[config.mk]
export PLATFORM = sky130hd
export DESIGN_NAME = game_state_ctrl
export DESIGN_NICKNAME = d
export VERILOG_FILES = /design/src/rtl/game_state_ctrl.sv
export SDC_FILE = /design/constraint.sdc
export NUM_CORES = 1
export LEC_CHECK = 0
export ABC_CLOCK_PERIOD_IN_PS = 2900
export CAP_MARGIN = 20
export CORE_ASPECT_RATIO = 1.25
export CORE_MARGIN = 4
export CORE_UTILIZATION = 47
export DETAILED_ROUTE_END_ITERATION = 8
export GPL_ROUTABILITY_DRIVEN = 0
export PLACE_DENSITY = 0.79
export SETUP_SLACK_MARGIN = 0.3
export SYNTH_ARGS = -nofsm -noshare
export SYNTH_HDL_FRONTEND = slang
export SYNTH_SLANG_ARGS = --single-unit
[constraint.sdc]
create_clock -name clk -period 2.9 [get_ports clk]
set_input_delay 0.725 -clock clk [delete_from_list [all_inputs] [get_ports clk]]
set_output_delay 0.725 -clock clk [all_outputs]
set_load 0.1 [all_outputs]
[src/rtl/game_state_ctrl.sv]
// game_state_ctrl
//   Top-level game sequencer. Walks START -> GAME -> PLAYER_1/PLAYER_2 -> START,
//   keeps per-player scores, issues a one-cycle round_rst pulse whenever the
//   players must respawn, and masks hits for a number of frames after each
//   respawn.
//
// Ports
//   clk        in   65 MHz pixel clock
//   rst_n      in   synchronous reset, active low
//   vblnk      in   vertical blank level from the timing generator
//   btn_start  in   start button level, already synchronised to clk
//   p1_hit     in   1-cycle pulse, player 1 scored on player 2
//   p2_hit     in   1-cycle pulse, player 2 scored on player 1
//   state_out  out  current state (START=0, GAME=1, PLAYER_1=2, PLAYER_2=3)
//   score_p1   out  player 1 score, unsigned
//   score_p2   out  player 2 score, unsigned
//   round_rst  out  1-cycle respawn / terrain reset pulse
//   hit_lock   out  high while hits are ignored after a respawn
module game_state_ctrl #(
  parameter int WIN_SCORE   = 5,
  parameter int LOCK_FRAMES = 30,
  parameter int HOLD_FRAMES = 300
) (
  input  logic       clk,
  input  logic       rst_n,
  input  logic       vblnk,
  input  logic       btn_start,
  input  logic       p1_hit,
  input  logic       p2_hit,
  output logic [1:0] state_out,
  output logic [3:0] score_p1,
  output logic [3:0] score_p2,
  output logic       round_rst,
  output logic       hit_lock
);

  typedef enum logic [1:0] {
    START    = 2'd0,
    GAME     = 2'd1,
    PLAYER_1 = 2'd2,
    PLAYER_2 = 2'd3
  } state_t;

  localparam logic [3:0] WIN  = 4'(WIN_SCORE);
  localparam logic [7:0] LOCK = 8'(LOCK_FRAMES);
  localparam logic [9:0] HOLD = 10'(HOLD_FRAMES);

  state_t     state_q, state_d;
  logic [3:0] score1_q, score1_d;
  logic [3:0] score2_q, score2_d;
  logic [7:0] lock_q, lock_d;
  logic [9:0] hold_q, hold_d;
  logic       rr_q, rr_d;
  logic       lockflag_q;
  logic       btn_prev, vblnk_prev;
  logic       frame_tick, start_rise;

  // Previous-sample registers reset high so a level already asserted when
  // reset releases is not mistaken for a fresh edge.
  assign frame_tick = vblnk & ~vblnk_prev;
  assign start_rise = btn_start & ~btn_prev;

  always_ff @(posedge clk) begin
    if (!rst_n) begin
      state_q    <= START;
      score1_q   <= '0;
      score2_q   <= '0;
      lock_q     <= '0;
      hold_q     <= '0;
      rr_q       <= 1'b0;
      lockflag_q <= 1'b0;
      btn_prev   <= 1'b1;
      vblnk_prev <= 1'b1;
    end else begin
      state_q    <= state_d;
      score1_q   <= score1_d;
      score2_q   <= score2_d;
      lock_q     <= lock_d;
      hold_q     <= hold_d;
      rr_q       <= rr_d;
      // Registered copy of (lock_cnt != 0) so hit_lock tracks the counter
      // with no extra cycle of lag; only meaningful while playing.
      lockflag_q <= (state_d == GAME) && (lock_d != 8'd0);
      btn_prev   <= btn_start;
      vblnk_prev <= vblnk;
    end
  end

  always_comb begin
    state_d  = state_q;
    score1_d = score1_q;
    score2_d = score2_q;
    lock_d   = lock_q;
    hold_d   = hold_q;
    rr_d     = 1'b0;

    unique case (state_q)
      START: begin
        score1_d = '0;
        score2_d = '0;
        if (start_rise) begin
          state_d = GAME;
          rr_d    = 1'b1;
          lock_d  = LOCK;
        end
      end

      GAME: begin
        if (lock_q != 8'd0) begin
          if (frame_tick) lock_d = lock_q - 8'd1;
        end else if (p1_hit || p2_hit) begin
          // Any accepted hit respawns and re-arms protection; a reload
          // overrides a coincident frame tick.
          rr_d   = 1'b1;
          lock_d = LOCK;
          if (p1_hit && !p2_hit) begin
            score1_d = score1_q + 4'd1;
            if (score1_q + 4'd1 == WIN) begin
              state_d = PLAYER_1;
              hold_d  = '0;
            end
          end else if (p2_hit && !p1_hit) begin
            score2_d = score2_q + 4'd1;
            if (score2_q + 4'd1 == WIN) begin
              state_d = PLAYER_2;
              hold_d  = '0;
            end
          end
        end
      end

      PLAYER_1, PLAYER_2: begin
        if (start_rise) begin
          state_d  = START;
          score1_d = '0;
          score2_d = '0;
          hold_d   = '0;
        end else if (frame_tick) begin
          if (hold_q + 10'd1 == HOLD) begin
            state_d  = START;
            score1_d = '0;
            score2_d = '0;
            hold_d   = '0;
          end else begin
            hold_d = hold_q + 10'd1;
          end
        end
      end

      default: state_d = START;
    endcase
  end

  assign state_out = state_q;
  assign score_p1  = score1_q;
  assign score_p2  = score2_q;
  assign round_rst = rr_q;
  assign hit_lock  = lockflag_q;

endmodule
After elaboration in Yosys (flattened, before gate mapping) --
Index checks and enable logic that the tools add are counted. W data, S select, Z words.
Storage, ports and cells: memories 0, memory bits (read-only) 0, output and inout port bits 12, word-level logic and storage cells 90, bits in latches 0, input bits 6, RAM bits 0, bits in registers 32
Operators by class: shift-type cells 0, magnitude comparators 0, equality and inequality tests 17, reductions and logical operators 14, bitwise gates (word level) 4, muxes and demuxes 42, multiply operators 0, $add $sub $neg 4, divide/modulo/power cells 0
Operators with widths (count):
- $mux W10 | 9
- $mux W4 | 10
- $mux W8 | 4
- $pmux W4 S3 | 2
- $mux W2 | 10
- $pmux W10 S2 | 1
- $pmux W8 S2 | 1
- $reduce_bool A8 Y1 | 2
- $ne A3 B3 Y1 const B | 5
- $add A10 B1 Y10 const B | 1
- $eq A10 B9 Y1 const B | 1
- $ne A2 B2 Y1 const B | 5
- $add A4 B1 Y4 const B | 2
- $eq A4 B3 Y1 const B | 2
- $sub A8 B1 Y8 const B | 1
- $reduce_and A7 Y1 | 1
- $pmux W2 S3 | 1
- $reduce_and A6 Y1 | 1
- $reduce_and A5 Y1 | 1
- $eq A2 B1 Y1 const B | 2
- $eq A2 B2 Y1 const B | 2
- $logic_and A1 B1 Y1 | 3
- $mux W1 | 3
- $and A1 B1 Y1 | 2
- 7 further kinds | 9

Logic depth before layout (Yosys ltp) --
depth after elaboration 10, gate-level depth with buffers 9, mapped depth without buffers 8

Worst setup path after synthesis --
Ideal clock, no wire load.
path kind register to register, from register score1_q[0] (netlist: score_p1[0]), to register hold_q[9], data required time 2812 ps, period minus slack after synthesis 2698 ps, slack 202 ps, arrival time 2610 ps, setup time 88 ps, buffers on the path 0, cell stages (with the launch flop) 7, cell sequence dfxtp_1 -> nand3_1 -> or4b_2 -> o31ai_4 -> a32oi_4 -> and2_4 -> o32ai_2
Between the ends: longest elaborated chain between the ends 4
RTL lines:
- start, declared | line 49 | logic [3:0] score1_q, score1_d;
- start signal, assigned | line 76 | score1_q <= score1_d;
- $add A4 B1 Y4 | line 118 | if (score1_q + 4'd1 == WIN) begin
- $eq A4 B3 Y1 | line 118
- $ne A3 B3 Y1 (no source line)
- $reduce_and A7 Y1 (no source line)
- end signal, assigned | line 79 | hold_q <= hold_d;
- end, declared | line 52 | logic [9:0] hold_q, hold_d;
Every way passes these cells. A chain may end at the register's enable or synchronous reset.

Worst setup path after layout --
from input p2_hit, to register hold_q[2]
Between the ends: longest elaborated chain between the ends 6, elaborated cells between the ends (all ways) 13, classes of those cells eq/ne: 4; mux: 4; reduce/logical: 5
RTL lines:
- start, declared | line 29 | input logic p2_hit,
- $logic_not A1 Y1 | line 116 | if (p1_hit && !p2_hit) begin
- $logic_and A1 B1 Y1 | line 116
- $mux W10 | line 116
- $mux W10 | line 111 | end else if (p1_hit || p2_hit) begin
- $mux W10 | line 109 | if (lock_q != 8'd0) begin
- $pmux W10 S2 | line 97 | unique case (state_q)
Several ways; a longest one is shown, not always the timed one. The select of a mux whose other input is x is not followed.

==> impl.org <==
** Setup path
- The worst setup path is launched from a primary input.
- For the worst flop-to-flop path, the logic depth is 9.
- Tracing the worst setup path back leads to its startpoint at p2_hit.
- Data required time at the worst endpoint :: 3.05 ns
- End of the worst register-to-register path :: hold_q[2]
- In this run the register-to-register setup slack is 0.52 ns.
- In this run the critical register-to-register path is launched from lock_q[0].
- Endpoint arrival time on the critical path :: 2.65 ns
- The worst setup path is captured at a register.
- Worst Path Max Fanout :: 8
- Category of the most critical setup path :: in2reg

** Power and ir drop
- Per report_power, the clock group accounts for 44.2% of the total.
- Pwr/cell area :: 444.1 mW/mm^2
- Share of total power in combinational logic :: 13.2%
- Across the VDD grid, the largest voltage drop is 0.0001988 V.
- Switching Power :: 0.2631 mW
- Net switching is 24.60% of the power.
- In this run the static leakage power is 0.8814 nW.
- Part of the power in registers :: 42.7%
- Internal :: 0.8065 mW

** Synth
- Cell taking the most area after synthesis :: dfxtp_1
- Dominant cells by area after synthesis :: dfxtp_1 32%, ha_1 5.7%, nand2_1 5.7%
- Net count after synthesis :: 265
- Async SR Flop Fraction :: 0%
- The synthesized netlist occupies a cell area of 0.001987 sq mm.
- Yosys mapped the design onto 54 distinct sky130hd cell types.
- After synthesis, flip-flops and latches occupy 32.24% of the total area.
- Dividing the synthesized area by the synthesized cell count gives 7.948 sq um.
- Synthesis handed over a netlist of 250 instances.
- Number of enable-type register cells in the synthesized netlist :: 0
- Yosys printed 0 warnings.
- Area share of the largest cell type after synthesis :: 32.24%
- Counting flops and latches in the post-synthesis netlist gives 32.
- Primary FF master, synth :: dfxtp_1

** Detailed routing
- Vias :: 1895
- In the routed layout, each cell is associated on average with a via count of 5.640.
- Detailed Route Iter0 Violations :: 125
- The routed design has 4.480 mm of wire.
- First-pass iteration count of the detailed router :: 5
- After detailed routing, the number of remaining DRC violations is 0.
- Post-route ant nets :: 0
- In the final routed layout, each cell accounts on average for 13.33 microns.

** Timing
- For the final routed database, the setup TNS stands at 0 ns.
- Relative max-transition margin :: 65.57%
- Setup repair after global routing left no endpoint under its margin.
- After layout, the worst setup slack is 0.3978 ns.
- Final Hold Violating Endpoints :: 0
- Actual transition at the worst max-transition pin :: 0.5111 ns
- Of the available clock period, the critical path in the final layout requires 86.28%.
- Post-layout minimum cycle time :: 2.502 ns
- Highest attainable clock frequency :: 399.6 MHz
- Worst hold margin :: 0.4823 ns
- Clock skew on the completed layout was measured at 0.01041 ns.
- Setup violations remaining at the end of the flow were counted as 0.
- The max-slew violation count is 0.

** Cells and area
- The filler cells instantiated in the layout total 369.
- Most frequent standard cell in the layout excluding fill and tap cells :: nand2_1
- With fillers left out, the area of the finished cells amounts to 0.002409 sq mm.
- After the last flow step, the layout net total stands at 294.
- Leaving out fill and tap cells, the most frequent cells in the layout are 30 x nand2_1, 29 x dfxtp_1, 26 x buf_4.
- Of the cells placed in the final design, the portion with a size suffix greater than 1 is 19.29%.
- The number of antenna diodes in the final layout is 0.
- Layout overhead on the synthesized area :: 21.22%
- Area occupied by registers :: 644.4 sq um
- The multi-input combinational cells in the finished layout cover a total of 0.001270 sq mm.

** Floorplanning
- Total I/O pin count :: 18
- Placeable core region :: 0.004099 sq mm
- Effective utilization at floorplan :: 48.47%
- Die extent in x :: 66.16 microns
- Full die area :: 0.005338 sq mm
- The floorplan has 26 rows.
- Die Ht :: 80.70 microns

** Clock network
- In this run the post-CTS setup repair buffer count came out at 0.
- Clock tree synthesis selected as its root buffer the cell clkbuf_8.
- In this run the number of H-tree levels came out at 2.
- TritonCTS built the clock tree.
- Number of buffers added by the clock tree synthesis step :: 5
- The clock net in this run drives a total of 32 sinks.
- Clock latency on the worst-skew pair :: 0.29 ns
- After clock tree synthesis, the clock-pin slew on the worst setup and hold paths is 0.07 ns.
- CTS Buffer Depth :: 2

** Placement
- Sum of net half-perimeters after detailed placement :: 3.365 mm
- Number of buffers added on ports :: 17
- In this run the cell area measured after placement is 0.002273 sq mm.
- At the placement stage, the worst setup path has a slack of -0.02179 ns.

** Global routing
- The initial antenna violation count was 0.
- Overall overflow remaining after global route :: 0
- For this run, the total global-route usage over all layers was measured as 18.68%.
- The number of global-route vias before repair came to 1767.
- Wire length of the first global-routing pass :: 7.838 mm
- Pin count of the biggest net entering global routing :: 16

** Status
- The flow ran to the end, and the final reports show no timing, DRC or antenna violations.

** Hold path
- The worst hold path passes through 2 cells.
- Hold Startpoint :: lock_q[0]
- In this run the worst hold path is classified as reg2reg.
- The worst hold path terminates at lock_q[0].

** Flow run
- Reported max-cap violation count :: 0
flip-flops by register name, indices dropped and copies added, names as in the netlist:
register,flops
state_out,2
round_rst,1
btn_prev,1
score_p1,4
hold_q,10
lock_q,8
vblnk_prev,1
hit_lock,1
score_p2,4
layout make-up:
class	instances	area share [%]
clock buffer	7	4.000
clock inverter	1	1.247
inverter	14	2.182
multi-input combinational	195	52.73
sequential	32	26.75
tap	56	2.909
timing repair buffer	31	10.18
cells in the mapped netlist, types with 3 or more instances:
cell type and number:
dfxtp_1 32, nand2_1 30, a21oi_1 22, nor2_1 21, nand3_1 19, inv_1 14, o21ai_0 10, a31oi_1 9
ha_1 9, clkbuf_1 8, nand2b_1 8, and2_1 4, or3_1 4, a311oi_1 3, and4_1 3, nor2b_1 3
o22ai_1 3
critical path, cell delays in order:
cell and delay (ns):
clkdlybuf4s50_1 0.48, inv_1 0.06, buf_4 0.12, ha_1 0.18, or3_4 0.39, a2111oi_4 0.24, a32oi_4 0.09, buf_4 0.19
nand2_1 0.09, a311oi_1 0.08
stage by stage:
step                std cells  utilization [%]  total power [mW]
floorplan                 250                -            0.5645
finish                    336            58.76             1.070
CTS                       336            58.64             1.078
detailed placement        328            55.46            0.6050
global route              336            58.76             1.115
global placement          328            55.46            0.6023
metal layers:
layer	up-vias	global-route usage (%)	wire [microns]
li1	976	-	-
met1	883	21.08	1956
met2	27	33.37	2301
met3	9	4.056	131
met4	0	7.520	91
met5	-	0	0
kinds of logic after synthesis:
| logic type | after synthesis | synth area share, % |
|---|---|---|
| DFF | 32 | 32.24 |
| muxes | 2 | 1.008 |
| adders and majority gates | 9 | 5.668 |
| AOI/OAI and AO/OA | 67 | 24.18 |
| and+or+nand+nor | 114 | 31.17 |
| buffers and inverters | 23 | 4.408 |
| xor gates and xnor gates | 3 | 1.323 |
how the worst max path moves through the flow:
| stage | end | cells past startpoint | slack [ns] |
|---|---|---|---|
| 6_report | hold_q[2] | 10 | 0.40 |
| 3_5_place_dp | hit_lock | 10 | -0.02 |
| 2_1_floorplan | hold_q[9] | 8 | 0.33 |
| 5_1_grt | score_p2[3] | 10 | 0.30 |
| 3_3_place_gp | hold_q[2] | 10 | 0.03 |
| 4_1_cts | hold_q[9] | 9 | 0.31 |
power by group through the flow:
| stage | Clock, mW | Combinational, mW | Sequential, mW |
|---|---|---|---|
| after floorplan | 0 | 0.0817 | 0.483 |
| after global placement | 0 | 0.136 | 0.466 |
| after detailed placement | 0 | 0.139 | 0.466 |
| after CTS | 0.482 | 0.140 | 0.456 |
| after global routing | 0.505 | 0.153 | 0.457 |
| final | 0.473 | 0.141 | 0.456 |
timing repair:
| item | 4_1_cts | 5_1_grt |
|---|---|---|
| hold buffers | 0 | 0 |
| gates resized for setup | 1 | 1 |
| pin swaps | 1 | 2 |
| setup endpoints to repair | 4 | 11 |
No activity file was read; power rests on OpenSTA's default activity.
